$ cat src/rtl/mips_pkg.sv
// Shared types and constants for the MIPS32 boot / run-control path.
package mips_pkg;

    typedef enum logic [2:0] {
        ST_LOAD       = 3'd0,
        ST_REGINIT    = 3'd1,
        ST_WAIT_START = 3'd2,
        ST_RUN        = 3'd3,
        ST_DONE       = 3'd4,
        ST_TMO        = 3'd5
    } boot_state_t;

    localparam int DATA_W_DEF = 32;

    localparam logic [5:0] OPC_HLT = 6'h3f;

    function automatic logic [31:0] reg_init_word(input logic [31:0] idx, input bit by_index);
        return by_index ? idx : 32'd0;
    endfunction

endpackage

$ cat src/rtl/mips_run_watchdog.sv
// Run-cycle counter with watchdog compare; a halted cycle always wins over expiry.
module mips_run_watchdog #(
    parameter int unsigned TIMEOUT = 1024
) (
    input  logic        clk1,
    input  logic        reset,
    input  logic        en,
    input  logic        clr,
    input  logic        halted,
    output logic [31:0] cycles,
    output logic        expired
);

    localparam logic [31:0] CNT_LAST  = TIMEOUT - 32'd1;
    localparam logic [31:0] CNT_LIMIT = TIMEOUT;

    logic [31:0] cycles_r;
    logic        count_s;

    assign count_s = en && !halted;
    assign expired = count_s && (cycles_r == CNT_LAST);
    assign cycles  = cycles_r;

    // Count only non-halted run cycles; saturate at the limit on expiry.
    always_ff @(posedge clk1 or posedge reset) begin
        if (reset) begin
            cycles_r <= 32'd0;
        end else if (clr) begin
            cycles_r <= 32'd0;
        end else if (expired) begin
            cycles_r <= CNT_LIMIT;
        end else if (count_s) begin
            cycles_r <= cycles_r + 32'd1;
        end else begin
            cycles_r <= cycles_r;
        end
    end

endmodule

$ cat src/rtl/mips_boot_sequencer.sv
// Program load, register-file init and run control for the MIPS32 core.
module mips_boot_sequencer
    import mips_pkg::*;
#(
    parameter int          ADDR_W       = 10,
    parameter int          DATA_W       = DATA_W_DEF,
    parameter int          NREG         = 32,
    parameter int          REG_INIT_IDX = 1,
    parameter int unsigned TIMEOUT      = 1024,
    localparam int         RA_W         = $clog2(NREG)
) (
    input  logic              clk1,
    input  logic              reset,
    input  logic              ld_valid,
    output logic              ld_ready,
    input  logic [ADDR_W-1:0] ld_addr,
    input  logic [DATA_W-1:0] ld_data,
    input  logic              ld_last,
    output logic              mem_we,
    output logic [ADDR_W-1:0] mem_addr,
    output logic [DATA_W-1:0] mem_wdata,
    output logic              reg_we,
    output logic [RA_W-1:0]   reg_addr,
    output logic [DATA_W-1:0] reg_wdata,
    input  logic              start,
    output logic              cpu_run,
    input  logic              cpu_halted,
    output logic              done,
    output logic              timeout,
    output logic [31:0]       cycles
);

    localparam logic [RA_W-1:0] K_LAST = RA_W'(NREG - 1);
    localparam logic [RA_W-1:0] K_STEP = RA_W'(32'd1);
    localparam logic [RA_W-1:0] K_ZERO = {RA_W{1'b0}};

    boot_state_t       state_r;
    boot_state_t       state_s;
    logic [RA_W-1:0]   k_r;
    logic [RA_W-1:0]   k_s;
    logic              accept_s;
    logic              run_s;
    logic              wd_clr_s;
    logic              wd_expired_s;
    logic              ld_ready_r;
    logic              reg_we_r;
    logic              cpu_run_r;
    logic              done_r;
    logic              timeout_r;
    logic              mem_we_r;
    logic [ADDR_W-1:0] mem_addr_r;
    logic [DATA_W-1:0] mem_wdata_r;

    // ld_ready_r is only ever set while in LOAD, so it doubles as the LOAD qualifier.
    assign accept_s = ld_valid && ld_ready_r;
    assign run_s    = (state_r == ST_RUN);

    // Next-state, REGINIT index and watchdog clear decode.
    always_comb begin
        state_s  = state_r;
        k_s      = k_r;
        wd_clr_s = 1'b0;
        case (state_r)
            ST_LOAD: begin
                if (accept_s && ld_last) begin
                    state_s = ST_REGINIT;
                end else begin
                    state_s = ST_LOAD;
                end
            end
            ST_REGINIT: begin
                if (k_r == K_LAST) begin
                    state_s = ST_WAIT_START;
                    k_s     = K_ZERO;
                end else begin
                    k_s = k_r + K_STEP;
                end
            end
            ST_WAIT_START: begin
                if (start) begin
                    state_s  = ST_RUN;
                    wd_clr_s = 1'b1;
                end else begin
                    state_s = ST_WAIT_START;
                end
            end
            ST_RUN: begin
                if (cpu_halted) begin
                    state_s = ST_DONE;
                end else if (wd_expired_s) begin
                    state_s = ST_TMO;
                end else begin
                    state_s = ST_RUN;
                end
            end
            ST_DONE, ST_TMO: begin
                if (start) begin
                    state_s  = ST_LOAD;
                    wd_clr_s = 1'b1;
                end else begin
                    state_s = state_r;
                end
            end
            default: begin
                state_s = ST_LOAD;
                k_s     = K_ZERO;
            end
        endcase
    end

    // State and REGINIT index registers.
    always_ff @(posedge clk1 or posedge reset) begin
        if (reset) begin
            state_r <= ST_LOAD;
            k_r     <= K_ZERO;
        end else begin
            state_r <= state_s;
            k_r     <= k_s;
        end
    end

    // Status flags registered from the next state: aligned with the state, glitch-free.
    always_ff @(posedge clk1 or posedge reset) begin
        if (reset) begin
            ld_ready_r <= 1'b0;
            reg_we_r   <= 1'b0;
            cpu_run_r  <= 1'b0;
            done_r     <= 1'b0;
            timeout_r  <= 1'b0;
        end else begin
            ld_ready_r <= (state_s == ST_LOAD);
            reg_we_r   <= (state_s == ST_REGINIT);
            cpu_run_r  <= (state_s == ST_RUN);
            done_r     <= (state_s == ST_DONE);
            timeout_r  <= (state_s == ST_TMO);
        end
    end

    // Load register stage: one-cycle copy of each accepted beat.
    always_ff @(posedge clk1 or posedge reset) begin
        if (reset) begin
            mem_we_r    <= 1'b0;
            mem_addr_r  <= {ADDR_W{1'b0}};
            mem_wdata_r <= {DATA_W{1'b0}};
        end else if (accept_s) begin
            mem_we_r    <= 1'b1;
            mem_addr_r  <= ld_addr;
            mem_wdata_r <= ld_data;
        end else begin
            mem_we_r    <= 1'b0;
            mem_addr_r  <= mem_addr_r;
            mem_wdata_r <= mem_wdata_r;
        end
    end

    mips_run_watchdog #(
        .TIMEOUT (TIMEOUT)
    ) u_watchdog (
        .clk1    (clk1),
        .reset   (reset),
        .en      (run_s),
        .clr     (wd_clr_s),
        .halted  (cpu_halted),
        .cycles  (cycles),
        .expired (wd_expired_s)
    );

    assign ld_ready  = ld_ready_r;
    assign mem_we    = mem_we_r;
    assign mem_addr  = mem_addr_r;
    assign mem_wdata = mem_wdata_r;
    assign reg_we    = reg_we_r;
    assign reg_addr  = k_r;
    assign reg_wdata = DATA_W'(reg_init_word(32'(k_r), REG_INIT_IDX != 0));
    assign cpu_run   = cpu_run_r;
    assign done      = done_r;
    assign timeout   = timeout_r;

endmodule
$ cat config.mk
export PLATFORM = sky130hd
export DESIGN_NAME = mips_boot_sequencer
export DESIGN_NICKNAME = d
export VERILOG_FILES = /design/src/rtl/mips_pkg.sv /design/src/rtl/mips_run_watchdog.sv /design/src/rtl/mips_boot_sequencer.sv
export SDC_FILE = /design/constraint.sdc
export NUM_CORES = 1
export LEC_CHECK = 0
export ABC_CLOCK_PERIOD_IN_PS = 3560
export CAP_MARGIN = 40
export CORE_MARGIN = 2
export CORE_UTILIZATION = 44
export DETAILED_ROUTE_END_ITERATION = 7
export GPL_TIMING_DRIVEN = 0
export PLACE_DENSITY = 0.78
export SLEW_MARGIN = 40
export SYNTH_ARGS = -nofsm -noshare
export SYNTH_HDL_FRONTEND = slang
export SYNTH_SLANG_ARGS = --single-unit
$ cat constraint.sdc
create_clock -name clk1 -period 3.56 [get_ports clk1]
set_input_delay 0.534 -clock clk1 [delete_from_list [all_inputs] [get_ports clk1]]
set_output_delay 0.534 -clock clk1 [all_outputs]
set_load 0.005 [all_outputs]
==> out/metrics.yaml <==
clocking:
  cts_tree: "built"
  cts_setup_buffers: 0
  clkSlewWorstSetupHoldPaths_ns: 0.08
  cts_sinks: 88
  cts_hold_buf: 0
  ctsResizeCount: 0
  clock_latency_ns: 0.35
  cts_max_path_buffers: 2
  ctsHtreeMaxLevel: 3
  cts-buffers-inserted: 9
  cts_root_buffer: "clkbuf_8"
logic_synthesis:
  ys_warn_count: 0
  netlist_instances: 390
  syn_area_per_cell_um2: 10.9
  synth-seq-area-share_pct: 51.8
  yosys.area_share.adder_pct: 0.883
  synth_ff_type: "dfrtp_1"
  ys_ff_latch: 88
  synth_mux_area_share_pct: 11.4
  yosys.area_share.simple_pct: 14.7
  synthArstFlopShare_pct: 100
  post_synth_instance_area_um2: 4250
  synth_top_family_by_area: "simple AND/OR/NAND/NOR gates"
  synth-xor-area-share_pct: 2.27
  synth-edff-count: 0
  ys_types: 42
  synth_compound_area_share_pct: 11.1
timing:
  max_freq_mhz: 439
  rsz0062_at_grt: "false"
  maxSlewHeadroom_pct: 64.1
  fin_crit_ns: 2.28
  setup_viol: 0
  clock_skew_ns: 0.0149
  final-max-slew-violation-count: 0
  setup_tns_ns: 0
  hold_violations: 0
  tightest_slew_ns: 0.538
  fin_crit_sh_pct: 64.0
layout:
  nets: 616
  syn2layout_area_growth_pct: 43.8
  instances_no_fill: 699
  final_common_cell: "clkdlybuf4s50_1"
  stdcell_area_um2: 6110
  drive_gt1_share_pct: 17.5
  final_cell_mix: "clkdlybuf4s50_1, dfrtp_1, mux2_2, buf_4, conb_1"
  diodes: 0
outcome:
  status: "complete, no violations"
global_route:
  grt_pass1_wl_mm: 16.2
  overflow: 0
  antenna_found_initial: 0
  grt_max_degree: 46
  grt.total_usage_pct: 19.8
  first_global_vias: 3262
worst_setup_path:
  worstSetupPathType: "in -> reg"
  reg2reg_from: "u_watchdog.cycles[12]$_DFFE_PP0P_"
  critPathCaptureType: "flip-flop"
  crit_path_end: "u_watchdog.cycles[13]$_DFFE_PP0P_"
  r2r_setup_slack_ns: 1.31
  critical_path_arrival_ns: 2.55
  critPathLaunchType: "input port"
  crit_start: "start"
  crit_required_ns: 3.83
  r2r_end: "u_watchdog.cycles[8]$_DFFE_PP0P_"
  r2r_cells: 7
  crit_fanout: 10
drt:
  drt_iter0_markers: 156
  drt_wl_total_mm: 10.4
  avgRoutedWirePerCell_um: 14.9
  post-route-drc-count: 0
  dr_total_vias: 3569
  drt_pre_antenna_iters: 6
  via_per_inst: 5.11
  antenna_left: 0
place:
  placed_area_um2: 5910
  gp_congestion: 0.879
  place_hpwl_mm: 7.86
  post-place-cells: 683
  portBuffers: 137
floorplan:
  start_util_pct: 45.6
  ios: 165
  coreArea_um2: 9330
  die_x_um: 102
  rows: 35
  die_h_um: 102
  dieArea_um2: 10500
flow_run:
  max-cap-violations: 0
hold_path:
  hold_path_class: "reg -> reg"
  min_path_cells: 1
power_and_ir_drop:
  power_w: 0.00396
  p_per_area_nw_per_um2: 648
  worst_ir_drop_vdd_mv: 0.284
  p_leak_nw: 2.53
==> where the power goes <==
| part | internal, W | leakage (nW) | switching [W] |
|---|---|---|---|
| clock | 0.000346 | 0.0928 | 0.000349 |
| sequential | 0.00136 | 1.10 | 0.000297 |
| combinational | 0.00108 | 1.34 | 0.000520 |
==> kinds of logic (layout without fill, tap and decap cells) <==
logic type | Yosys count | count (layout)
mux | 43 | 43
flops | 88 | 88
simple gates | 112 | 112
buf+inv | 52 | 206
compound gates | 80 | 80
other cells | 1 | 27
fa+ha+maj | 3 | 3
xor+xnor | 11 | 11
==> Yosys cell counts, types with 3 or more instances <==
master	number	area [µm²]
a211o_1	3	26.3
nand2_1	16	60.1
buf_4	33	248
nand3b_1	4	30.0
buf_2	4	20.0
mux2_2	43	484
dfrtp_1	88	2200
o21ai_0	21	105
and4_1	3	26.3
o21ai_1	10	50.1
a211oi_1	6	45.0
nand2b_1	6	37.5
nand4_1	8	50.1
nor4_1	4	25.0
xor2_1	3	26.3
ha_1	3	37.5
inv_1	6	22.5
nand3_1	13	65.1
and3_1	6	37.5
nor2b_1	5	31.3
nor2_1	20	75.1
or3_1	13	81.3
xnor2_1	8	70.1
a22oi_1	3	22.5
o31ai_1	5	37.5
a21oi_1	24	120
clkbuf_1	8	30.0
or4_1	6	45.0
o21a_1	3	22.5
==> worst min-delay path by stage <==
stage	endpoint	start
after floorplan	mem_addr[1]$_DFFE_PP0P_	mem_addr[1]$_DFFE_PP0P_
after global placement	mem_wdata[19]$_DFFE_PP0P_	mem_wdata[19]$_DFFE_PP0P_
after detailed placement	mem_wdata[19]$_DFFE_PP0P_	mem_wdata[19]$_DFFE_PP0P_
after CTS	mem_wdata[19]$_DFFE_PP0P_	mem_wdata[19]$_DFFE_PP0P_
after global routing	mem_wdata[20]$_DFFE_PP0P_	mem_wdata[20]$_DFFE_PP0P_
final	mem_wdata[20]$_DFFE_PP0P_	mem_wdata[20]$_DFFE_PP0P_
==> sequential cells by signal (all words and copies together) (netlist names) <==
register	cells
done	1
mem_addr	10
reg_we	1
timeout	1
ld_ready	1
cpu_run	1
u_watchdog.cycles	32
mem_we	1
mem_wdata	32
state_r	3
reg_addr	5
==> critical path, stage by stage <==
cell	delay, ns
clkdlybuf4s50_1	0.60
nand2b_1	0.11
a21o_1	0.19
buf_2	0.18
a211o_1	0.41
or3_1	0.37
a21oi_1	0.15
==> through the flow <==
step	hold WS (ns)	util, %	worst slack [ns]
after detailed placement	0.495	63.4	0.924
after global placement	0.489	63.1	-0.592
final	0.508	65.5	1.28
after global routing	0.525	65.5	1.12
after floorplan	0.505	-	0.747
after CTS	0.513	65.5	1.28
==> routing by layer <==
layer	vias to the layer above	global-route usage [%]	share of wire, %	wire [µm]
met5	-	0	0	0
met4	0	6.46	1.3	135
li1	1703	-	-	-
met3	18	4.79	8.5	881
met1	1689	25.9	43	4530
met2	159	32.4	47	4870
==> layout make-up <==
type,count,area [µm²]
buffer,46,309
clock buffer,12,145
clock inverter,4,53.8
fill,780,3210
inverter,6,27.5
multi-input combinational,276,1820
sequential,88,2200
tap,129,161
timing repair buffer,138,1400
(Power assumes the default switching activity.)
